==> config.mk <==
export PLATFORM = sky130hd
export DESIGN_NAME = byte_ram_lsu_seq
export DESIGN_NICKNAME = d
export VERILOG_FILES = /design/src/rtl/byte_ram_lsu_seq.sv
export SDC_FILE = /design/constraint.sdc
export NUM_CORES = 1
export LEC_CHECK = 0
export CAP_MARGIN = 0
export CORE_ASPECT_RATIO = 1.75
export CORE_MARGIN = 4
export CORE_UTILIZATION = 40
export CTS_BUF_LIST = sky130_fd_sc_hd__clkbuf_16
export DETAILED_ROUTE_END_ITERATION = 8
export DONT_BUFFER_PORTS = 1
export GPL_TIMING_DRIVEN = 0
export SLEW_MARGIN = 30
export SYNTH_ARGS = -nofsm -noshare
export SYNTH_HDL_FRONTEND = slang
export SYNTH_SLANG_ARGS = --single-unit
==> constraint.sdc <==
create_clock -name clk_i -period 3.2 [get_ports clk_i]
set_input_delay 0.64 -clock clk_i [delete_from_list [all_inputs] [get_ports clk_i]]
set_output_delay 0.64 -clock clk_i [all_outputs]
set_load 0.01 [all_outputs]
==> src/rtl/byte_ram_lsu_seq.sv <==
// byte_ram_lsu_seq: sequences 32-bit loads/stores onto a byte-wide RAM, one little-endian byte per cycle,
// then returns one response pulse carrying the extended load data or an alignment/size error.
module byte_ram_lsu_seq #(
    parameter int ADDR_W = 13
) (
    input  logic              clk_i,
    input  logic              rst_ni,
    input  logic              req_valid_i,
    output logic              req_ready_o,
    input  logic              req_we_i,
    input  logic [1:0]        req_size_i,
    input  logic              req_unsigned_i,
    input  logic [ADDR_W-1:0] req_addr_i,
    input  logic [31:0]       req_wdata_i,
    output logic              rsp_valid_o,
    output logic [31:0]       rsp_rdata_o,
    output logic              rsp_err_o,
    output logic [ADDR_W-1:0] ram_addr_o,
    output logic              ram_wren_o,
    output logic [7:0]        ram_wdata_o,
    input  logic [7:0]        ram_rdata_i
);
    typedef enum logic [1:0] {IDLE, XFER, RESP} state_t;
    state_t r_state, w_next;
    logic [1:0] r_cnt, r_size, w_last_cnt;
    logic r_we, r_uns, r_err, w_accept, w_bad, w_sign;
    logic [ADDR_W-1:0] r_addr;
    logic [31:0] r_wdata, r_res, w_ext;
    assign w_accept = req_valid_i && r_state == IDLE;
    assign w_bad = req_size_i == 2'b11 || (req_size_i == 2'b01 && req_addr_i[0]) ||
                   (req_size_i == 2'b10 && req_addr_i[1:0] != 2'b00);
    assign w_last_cnt = r_size == 2'b10 ? 2'd3 : r_size == 2'b01 ? 2'd1 : 2'd0;
    // extension bit is the top byte actually transferred: bit 8N-1
    assign w_sign = !r_uns && (r_size == 2'b00 ? r_res[7] : r_size == 2'b01 ? r_res[15] : r_res[31]);
    assign w_ext = r_size == 2'b00 ? {{24{w_sign}}, r_res[7:0]} :
                   r_size == 2'b01 ? {{16{w_sign}}, r_res[15:0]} : r_res;
    always_ff @(posedge clk_i or negedge rst_ni) begin
        if (!rst_ni) r_state <= IDLE;
        else         r_state <= w_next;
    end
    always_comb begin
        w_next = r_state == IDLE ? (w_accept ? (w_bad ? RESP : XFER) : IDLE) :
                 r_state == XFER ? (r_cnt == w_last_cnt ? RESP : XFER) : IDLE;
        req_ready_o = r_state == IDLE;
        ram_wren_o  = r_state == XFER && r_we;
        ram_addr_o  = r_state == XFER ? r_addr + ADDR_W'(r_cnt) : r_addr;
        ram_wdata_o = (r_state == XFER && r_we) ? r_wdata[{r_cnt, 3'b000} +: 8] : 8'h00;
        rsp_valid_o = r_state == RESP;
        rsp_err_o   = r_state == RESP && r_err;
        rsp_rdata_o = (r_state == RESP && !r_err && !r_we) ? w_ext : 32'h0;
    end
    always_ff @(posedge clk_i or negedge rst_ni) begin
        if (!rst_ni) begin
            r_addr  <= '0;
            r_size  <= 2'b00;
            r_we    <= 1'b0;
            r_uns   <= 1'b0;
            r_err   <= 1'b0;
            r_wdata <= 32'h0;
            r_res   <= 32'h0;
            r_cnt   <= 2'd0;
        end else if (w_accept) begin
            r_addr  <= req_addr_i;
            r_size  <= req_size_i;
            r_we    <= req_we_i;
            r_uns   <= req_unsigned_i;
            r_err   <= w_bad;
            r_wdata <= req_wdata_i;
            r_res   <= 32'h0;
            r_cnt   <= 2'd0;
        end else if (r_state == XFER) begin
            r_cnt <= r_cnt + 2'd1;
            if (!r_we) r_res[{r_cnt, 3'b000} +: 8] <= ram_rdata_i;
        end
    end
endmodule

After elaboration in Yosys (flattened, before gate mapping)
Index checks and enable logic that the tools add are counted.
{"block": "word_totals", "ff_bits": 86, "in_bits": 60, "wordCells": 62}
{"block": "op_classes", "n_addsub": 3, "n_eq_ne": 9, "shift": 3, "mux": 20, "reduce_logical": 18}
{"op": "32-bit two-way mux", "n": 6}
{"op": "32-bit bitwise mux", "n": 1}
{"op": "8-bit by 7-bit variable shift with 32-bit output, first input constant", "n": 1}
{"op": "32-bit by 6-bit indexed part select with 8-bit output", "n": 1}
{"op": "8-bit by 7-bit indexed part select with 32-bit output", "n": 1}
{"op": "2-bit two-way mux", "n": 8}
{"op": "13-bit by 2-bit adder with 13-bit output", "n": 1}
{"op": "13-bit two-way mux", "n": 1}
{"op": "2-bit equality test, second input constant", "n": 4}
{"op": "1-bit logical AND", "n": 8}
{"op": "8-bit two-way mux", "n": 1}
{"op": "5-bit negation with 7-bit output", "n": 1}
{"op": "2-bit by 1-bit equality test with 1-bit output, second input constant", "n": 3}
{"op": "2-bit logical NOT", "n": 2}
{"op": "2-bit nonzero test", "n": 2}
{"op": "1-bit logical NOT", "n": 3}
{"op": "1-bit two-way mux", "n": 3}
{"op": "2-bit by 1-bit adder with 2-bit output, second input constant", "n": 1}
{"op": "2-bit equality test", "n": 1}
{"op": "1-bit logical OR", "n": 2}
{"op": "2-bit by 1-bit != test with 1-bit output, second input constant", "n": 1}
{"op": "2-bit AND reduction", "n": 1}

Depth between registers and ports, before layout
Gate-level depths: netlist of the first run.
{"block": "logic_depth", "word_depth": 7, "depth_mapped": 8, "mapped_depth_nobuf": 6}

Worst setup path before layout of the first run
OpenSTA, ideal clock, no wires.
{"block": "synth_path", "path_type": "register -> output", "start": "register r_cnt[1]", "end": "output port ram_addr_o[6]", "arrival_time_ns": 1.999, "required_time_ns": 2.560, "setup_slack_ns": 0.561, "stages_incl_launch_ff": 7, "path_buffers": 1, "cell_sequence": "dfrtp_1 > clkbuf_1 > inv_1 > fa_1 > nor2_1 > and3_1 > xor2_1"}
{"block": "synth_via", "elab_chain_cells": 2}
{"element": "from (decl)", "line": "25", "source": "logic [1:0] r_cnt, r_size, w_last_cnt;"}
{"element": "from (signal assigned)", "line": "72", "source": "r_cnt <= r_cnt + 2'd1;"}
{"element": "13-bit by 2-bit adder with 13-bit output", "line": "46", "source": "ram_addr_o = r_state == XFER ? r_addr + ADDR_W'(r_cnt) : r_addr;"}
{"element": "13-bit two-way mux", "line": "46"}
{"element": "to (decl)", "line": "18", "source": "output logic [ADDR_W-1:0] ram_addr_o,"}
Every way passes these cells.

Final worst setup path of the first run
Ends and elaborated chain as after synthesis.

==> run summary, run 1 <==
The flow ran to the end, and the final reports show no timing, DRC or antenna violations. The switching component of the power is 1.692 mW. The number of global-route vias before repair came out at 3433.

The CTS sink count is 86. The routed layout has 3279 vias. The number of pins with negative max-slew slack in the final report was 0.

Global routing used 18.67% of the available tracks across all layers. The number of standard cells after synthesis is 467. The path type of the worst min-delay path is primary input to asynchronous set/reset pin. Summed over all layers, the global routing overflow is 0. The floorplan step defined a die boundary enclosing 0.01265 mm².

In the routed design, unresolved DRC markers number 0. The largest voltage drop on the vdd net came out at 386.0 µV. The largest single stage delay on the critical path is 0.48 ns.

The count of buffers inserted at the top-level ports came out at 0. In this run the standard cell core region covers 0.01064 mm². The weighted congestion reported at the end of routability-driven placement came out at 0.7564. The wire length of the first global-routing pass came out at 18.24 mm. The finished layout cell area is 0.004838 mm². The clock period minus worst slack is 3.096 ns. The count of flip-flops with a built-in enable after synthesis is 0. The static leakage came out at 2.324 nW. The post-synthesis cell type count came out at 37. The H-tree was split into 3 levels. The internal power component is 2.631 mW.

The overall die height is 145.8 µm. The post-layout utilization of the core came out at 45.49%. The endpoint arrival time on the critical path came out at 2.46 ns. The post-route total power is 4.323 mW. The final layout contains routed wiring with a total length of 11.53 mm.

The first detailed-routing pass took 4 iterations. The initial antenna violation count is 0. The die is 86.77 µm wide.

Walking the worst path, the cells encountered are clkbuf_4 -> inv_1 -> fa_1 -> nor2_2 -> and3_1 -> xor2_2. The number of antenna-violating nets in the routed design is 0. The tree is rooted in a sky130_fd_sc_hd__clkbuf_16. The setup check on the worst reg-to-reg path leaves a slack of 0.82 ns. The number of endpoints failing setup at the final stage came out at 0. The number of buffers added by the clock tree synthesis step is 9. The detailed router finished its first iteration with 101 violations. The clock latency of the later-clocked register in the worst-skew pair is 0.34 ns.

The count of buffering cells on the critical path with inverters included came out at 2. STA classifies the critical path startpoint as a flop. The total power density per cell area is 893.5 mW/mm².

Combinational logic burns 36.1% of the power. Setup repair after global routing left no endpoint under its margin. Entering global routing, the biggest net connects 87 pins.

The register bit total from synthesis is 86. In this run the worst path has a maximum fanout of 10. The part of the total power dissipated in the clock network came out at 23.8%. Summing all placed instances gives a cell area of 0.004506 mm².

The total instance count after detailed placement is 597. The number of primary I/O pins came out at 117. The starting density of the core came out at 40.84%. After the last flow step, the layout net total stands at 550. The tool flagged a number of max-cap violations equal to 0. The most used flip-flop cell after synthesis is sky130_fd_sc_hd__dfrtp_1. The endpoint type of the worst setup path is a primary output.

The share of layout cells above drive strength 1 came out at 8.884%. The maximum clock frequency came out at 323.0 MHz. The detailed-route vias per instance came out at 5.340. The final-report hold violation count was 0. Data on the critical path is required at its endpoint by 2.56 ns. Counting every net in the synthesized netlist gives 538. The average wire per cell in the routed design came out at 18.77 µm.

After synthesis, the mean cell area works out to 9.300 µm². The slew at the pin closest to its max-slew limit came out at 0.8654 ns. The final HPWL from detailed placement came out at 8.501 mm. The count of yosys warnings during synthesis is 0. Counting along the longest clock path gives a buffer depth of 2. In this run the cell area of the synthesized design comes to 0.004343 mm². The remaining max-slew budget at the tightest pin is 42.04%. The post-route clock skew is 0.007802 ns. The number of rows created at floorplan is 50.

The post-CTS repair timing setup buffer count came out at 0. TritonCTS built the clock tree. The top cell family by delay on the critical path is simple AND/OR/NAND/NOR gates.

On the critical path, the stage with the largest delay is an instance of sky130_fd_sc_hd__fa_1. Relative to the synthesized area, the layout overhead comes to 11.41%. After clock tree synthesis, the clock-pin slew on the worst setup and hold paths is 0.06 ns. The worst setup path is of the flop to primary output kind.

0 antenna diodes ended up in the layout. The final cell count without fillers is 614. The final clock period utilization by the worst path came out at 96.75%. The register area share after synthesis came out at 49.55%. Sequential cells account for 40.0% of the total power. The switching part of the total is 39.13%. Counting flops with an async set or reset pin after synthesis yields a share of 100.0%.
==> Yosys cell counts (5+ instances only) <==
library cell / instances / area, µm²
sky130_fd_sc_hd__buf_2: 5 / 25.02
sky130_fd_sc_hd__nand2_1: 186 / 698.2
sky130_fd_sc_hd__nor2_1: 9 / 33.78
sky130_fd_sc_hd__and3_1: 14 / 87.58
sky130_fd_sc_hd__inv_1: 9 / 33.78
sky130_fd_sc_hd__o21a_1: 24 / 180.2
sky130_fd_sc_hd__mux4_2: 8 / 180.2
sky130_fd_sc_hd__clkbuf_1: 13 / 48.80
sky130_fd_sc_hd__xor2_1: 7 / 61.31
sky130_fd_sc_hd__a22o_1: 17 / 148.9
sky130_fd_sc_hd__xnor2_1: 6 / 52.55
sky130_fd_sc_hd__ha_1: 10 / 125.1
sky130_fd_sc_hd__and2_1: 9 / 56.30
sky130_fd_sc_hd__o21ai_0: 22 / 110.1
sky130_fd_sc_hd__dfrtp_1: 86 / 2152
==> path summary, 6_finish.rpt <==
check	to	cells past startpoint	startpoint
max reg2reg	r_res[15]$_DFFE_PN0P_	6	r_cnt[1]$_DFFE_PN0P_
max	ram_addr_o[6]	6	r_cnt[1]$_DFFE_PN0P_
max in group asynchronous	r_wdata[13]$_DFFE_PN0P_	1	rst_ni
min reg2reg	r_wdata[18]$_DFFE_PN0P_	2	r_wdata[18]$_DFFE_PN0P_
min	r_res[30]$_DFFE_PN0P_	1	rst_ni
min in group clk_i	r_wdata[27]$_DFFE_PN0P_	2	req_wdata_i[27]
==> routing by layer <==
layer / track usage (%) / part of all wire (%)
met5: 0 / 0
met4: 10.37 / 4.4
met3: 4.419 / 6.6
met2: 32.21 / 52
met1: 20.50 / 36
==> cells in the final DEF (no fill, tap or decap), types with 5 or more instances in the layout <==
cell type	instances
sky130_fd_sc_hd__buf_2	5
sky130_fd_sc_hd__ha_1	10
sky130_fd_sc_hd__mux4_2	8
sky130_fd_sc_hd__a22o_1	17
sky130_fd_sc_hd__o21ai_0	22
sky130_fd_sc_hd__xor2_1	6
sky130_fd_sc_hd__clkbuf_16	9
sky130_fd_sc_hd__nor2_1	8
sky130_fd_sc_hd__xnor2_1	6
sky130_fd_sc_hd__and2_1	9
sky130_fd_sc_hd__inv_1	9
sky130_fd_sc_hd__dfrtp_1	86
sky130_fd_sc_hd__clkbuf_1	11
sky130_fd_sc_hd__and3_1	14
sky130_fd_sc_hd__nand2_1	186
sky130_fd_sc_hd__o21a_1	24
==> worst reg2reg max path: cells and delay by family (launching register included) <==
| family | cells | cell delay (ns) |
|---|---|---|
| buffers and inverters | 2 | 0.44 |
| AOI/OAI and AO/OA | 2 | 0.92 |
| adders and majority gates | 1 | 0.23 |
| DFF | 1 | 0.45 |
| and+or+nand+nor | 1 | 0.23 |
==> sequential cells by signal, indices dropped and copies added, names as in the netlist <==
signal	flops
r_addr	13
r_cnt	2
r_err	1
r_res	32
r_size	2
r_state	2
r_uns	1
r_wdata	32
r_we	1
==> timing repair <==
item / 4_1_cts / 5_1_grt
setup endpoints to repair: 6 / 2
gates resized for setup: 3 / 3
hold buffers: 1 / 0
endpoints found under the hold margin: 86 / 0
==> power by group through the flow <==
stage | logic [mW] | registers [mW] | clock network (mW)
after floorplan | 1.22 | 1.67 | 0
after global placement | 1.51 | 1.73 | 0
after detailed placement | 1.56 | 1.75 | 0
after CTS | 1.60 | 1.73 | 1.06
after global routing | 1.78 | 1.78 | 1.10
final | 1.56 | 1.73 | 1.03
==> logic make-up after synthesis <==
kind of cell,synth area share [%]
adder cells (fa/ha/maj),3.342
AND/OR/NAND/NOR,24.49
AO/OA/AOI/OAI,12.59
multiplexers,4.149
XOR/XNOR,2.622
flip-flops,49.55
buffers and inverters,3.255
==> through the flow <==
| stage | setup slack, ns | TNS (ns) | hold WS, ns |
|---|---|---|---|
| after floorplan | 0.5613 | 0 | 0.3444 |
| after global routing | 0.01859 | 0 | 0.2429 |
| after CTS | 0.04221 | 0 | 0.2330 |
| after global placement | -0.03736 | -0.03861 | 0.3484 |
| after detailed placement | -0.02565 | -0.02565 | 0.3485 |
| final | 0.1040 | 0 | 0.1988 |
==> final cells by class <==
| class | instances | area (µm²) |
|---|---|---|
| Clock buffer | 9 | 225.2 |
| Multi-Input combinational cell | 348 | 2059 |
| Inverter | 9 | 33.78 |
| Buffer | 24 | 112.6 |
| Sequential cell | 86 | 2152 |
| Timing Repair Buffer | 1 | 27.53 |
| Tap cell | 130 | 162.7 |
| Clock inverter | 7 | 65.06 |
| Fill cell | 1077 | 5797 |
No activity file was read; power rests on OpenSTA's default activity.
==> run 2, diff against run 1 <==
--- a/config.mk
+++ b/config.mk
@@ -8,7 +8,7 @@
 export CAP_MARGIN = 0
 export CORE_ASPECT_RATIO = 1.75
 export CORE_MARGIN = 4
-export CORE_UTILIZATION = 40
+export CORE_UTILIZATION = 49
 export CTS_BUF_LIST = sky130_fd_sc_hd__clkbuf_16
 export DETAILED_ROUTE_END_ITERATION = 8
 export DONT_BUFFER_PORTS = 1
==> run summary, run 2 (same netlist as run 1, synthesis figures left out) <==
The run finished with clean final reports. TritonCTS built the clock tree. The register-to-register setup slack is 0.76 ns.

The die area is 0.01049 mm². The weighted congestion reported at the end of routability-driven placement is 0.7624. Summed over all nets, the switching power comes to 1.643 mW. The region available for standard cell placement spans 0.008671 mm². The first-pass iteration count of the detailed router came out at 4.

The final-report hold violation count is 0. The library cell used most frequently in the layout, excluding fill and tap cells, is sky130_fd_sc_hd__nand2_1. The data required time of the worst path came out at 2.56 ns.

The hold slack came out at 0.2014 ns. The number of pins with negative max-slew slack in the final report came out at 0. The worst setup path is captured at a primary output. Sequential cells burn 41.4% of the power. The worst flop-to-flop path startpoint is r_cnt[1]$_DFFE_PN0P_. The initial antenna violation count is 0.

The detailed-route via count is 3232. Post-CTS timing repair inserted 0 buffers for setup. Timing would allow up to 326.6 MHz. The part of the total power dissipated in the clock network is 21.9%.

The count of routing violations after the opening detailed-route iteration came out at 108. The total power density per cell area came out at 874.9 mW/mm². The share of layout cells above drive strength 1 came out at 8.282%.

Headroom to the max-slew limit came out at 40.53%. The part of the total power dissipated in combinational logic came out at 36.6%. The path type of the worst min-delay path is primary input to asynchronous set/reset pin. The final clock period utilization by the worst path is 95.68%. The post-route clock skew is 0.008650 ns.

Detailed placement ended at an HPWL of 8.036 mm. The detailed-route vias per instance came out at 5.387. The total routing resource utilization after global routing is 21.88%. The number of diodes added for antenna fixing came out at 0. The count of buffers inserted at the top-level ports is 0. CTS built an H-tree with a depth of 3. The growth of design area from synthesis to finish came out at 10.14%. For this block, the routed nets add up to 10.80 mm of wire. The number of buffers between clock root and the deepest sink came out at 2.

STA classifies the critical path startpoint as a flop. The CTS sink count is 86. In the layout the commonest cells are sky130_fd_sc_hd__nand2_1 (186), sky130_fd_sc_hd__dfrtp_1 (86), sky130_fd_sc_hd__o21a_1 (24), sky130_fd_sc_hd__o21ai_0 (22), sky130_fd_sc_hd__a22o_1 (17).

After clock tree synthesis, the clock-pin slew on the worst setup and hold paths is 0.06 ns. The initialized floorplan defines 45 standard-cell rows. Clock latency on the worst-skew pair, taken at its later pin, is 0.34 ns. The overall die height came out at 132.5 µm.

The number of antenna-violating nets in the routed design is 0. The critical path starts at r_state[0]$_DFF_PN0_. The root cell of the clock tree is sky130_fd_sc_hd__clkbuf_16. The static leakage is 2.314 nW. Entering global routing, the biggest net connects 87 pins. The max-capacitance violation count is 0. The number of design rule violations left after detail routing is 0. The leftover overflow at the end of global routing is 0. The initial utilization of the core area, before any placement, comes to 50.09%. The number of buffers added by the clock tree synthesis step came out at 9. The worst setup path is of the flop to primary output kind. In this run the worst path has a maximum fanout of 10. The clock period minus worst slack is 3.062 ns. Of the total power, the share spent switching nets is 39.26%. The number of global-route vias before repair is 3361. The post-layout utilization of the core is 55.17%. The wire length of the first global-routing pass is 17.48 mm.

Internal power comes to 2.542 mW. The destination of the worst register-to-register timing path is r_res[11]$_DFFE_PN0P_. The post-route total power is 4.185 mW. Setup repair after global routing left no endpoint under its margin. The largest registers in the layout are r_res: 32 flops, r_wdata: 32 flops, r_addr: 13 flops.

The slew at the pin closest to its max-slew limit is 0.8880 ns. The largest voltage drop on the vdd net came out at 479.4 µV. The count of nets after finishing is 550. The average wire per cell in the routed design is 18.01 µm. The number of endpoints failing setup at the final stage came out at 0. The number of primary I/O pins is 117. The endpoint arrival time on the critical path is 2.42 ns.

The endpoint of the most critical setup path is ram_addr_o[1]. Measured in cells, the most critical reg-to-reg path has a length of 6. The floorplan die width came out at 79.17 µm.
==> run 2: critical path: stages (launching register included) <==
cell                       delay (ns)
sky130_fd_sc_hd__dfrtp_1         0.45
sky130_fd_sc_hd__clkbuf_1        0.41
sky130_fd_sc_hd__nor2b_1         0.43
sky130_fd_sc_hd__clkbuf_1        0.40
sky130_fd_sc_hd__nor2_1          0.07
sky130_fd_sc_hd__a21oi_1         0.32
==> run 2: layer usage <==
layer | global-route usage [%] | up-vias | part of all wire, %
met3 | 7.084 | 15 | 7.3
met2 | 39.40 | 106 | 54
met4 | 8.031 | 0 | 2.1
met5 | 0 | - | 0
met1 | 23.33 | 1539 | 37
li1 | - | 1572 | -
==> run 2: final cells by class <==
cell class / count / area (µm²)
Inverter: 9 / 33.78
Fill cell: 857 / 3887
Tap cell: 117 / 146.4
Timing Repair Buffer: 1 / 27.53
Clock buffer: 9 / 225.2
Clock inverter: 6 / 30.03
Buffer: 24 / 111.4
Multi-Input combinational cell: 348 / 2057
Sequential cell: 86 / 2152
==> run 2: metrics by stage <==
stage | instances | TNS (ns) | area, µm² | worst slack [ns]
finish | 600 | 0 | 4783 | 0.1383
global route | 600 | 0 | 4783 | 0.007984
CTS | 600 | 0 | 4778 | 0.07694
detailed placement | 584 | -0.06055 | 4489 | -0.04198
global placement | 584 | -0.01022 | 4489 | -0.01022
floorplan | 467 | 0 | 4343 | 0.5613
==> run 2: repair_timing <==
item	CTS	global route
hold buffers	1	0
endpoints found under the setup margin	5	2
gates resized for setup	3	1
endpoints found under the hold margin	86	0
==> run 2: how the worst min path moves through the flow <==
stage                       from                    end  slack, ns  depth (start not counted)
final                     rst_ni  r_res[29]$_DFFE_PN0P_       0.20                          1
after global routing      rst_ni  r_res[29]$_DFFE_PN0P_       0.24                          1
after CTS                 rst_ni  r_res[30]$_DFFE_PN0P_       0.23                          1
after detailed placement  rst_ni  r_res[30]$_DFFE_PN0P_       0.35                          0
after global placement    rst_ni  r_res[29]$_DFFE_PN0P_       0.35                          0
after floorplan           rst_ni  r_addr[0]$_DFFE_PN0P_       0.34                          0
==> run 2: power by group through the flow <==
stage	clock network [mW]	logic (mW)	registers [mW]
2_1_floorplan	0	1.22	1.67
3_3_place_gp	0	1.50	1.73
3_5_place_dp	0	1.53	1.75
4_1_cts	0.934	1.56	1.74
5_1_grt	0.988	1.74	1.78
6_report	0.919	1.53	1.73
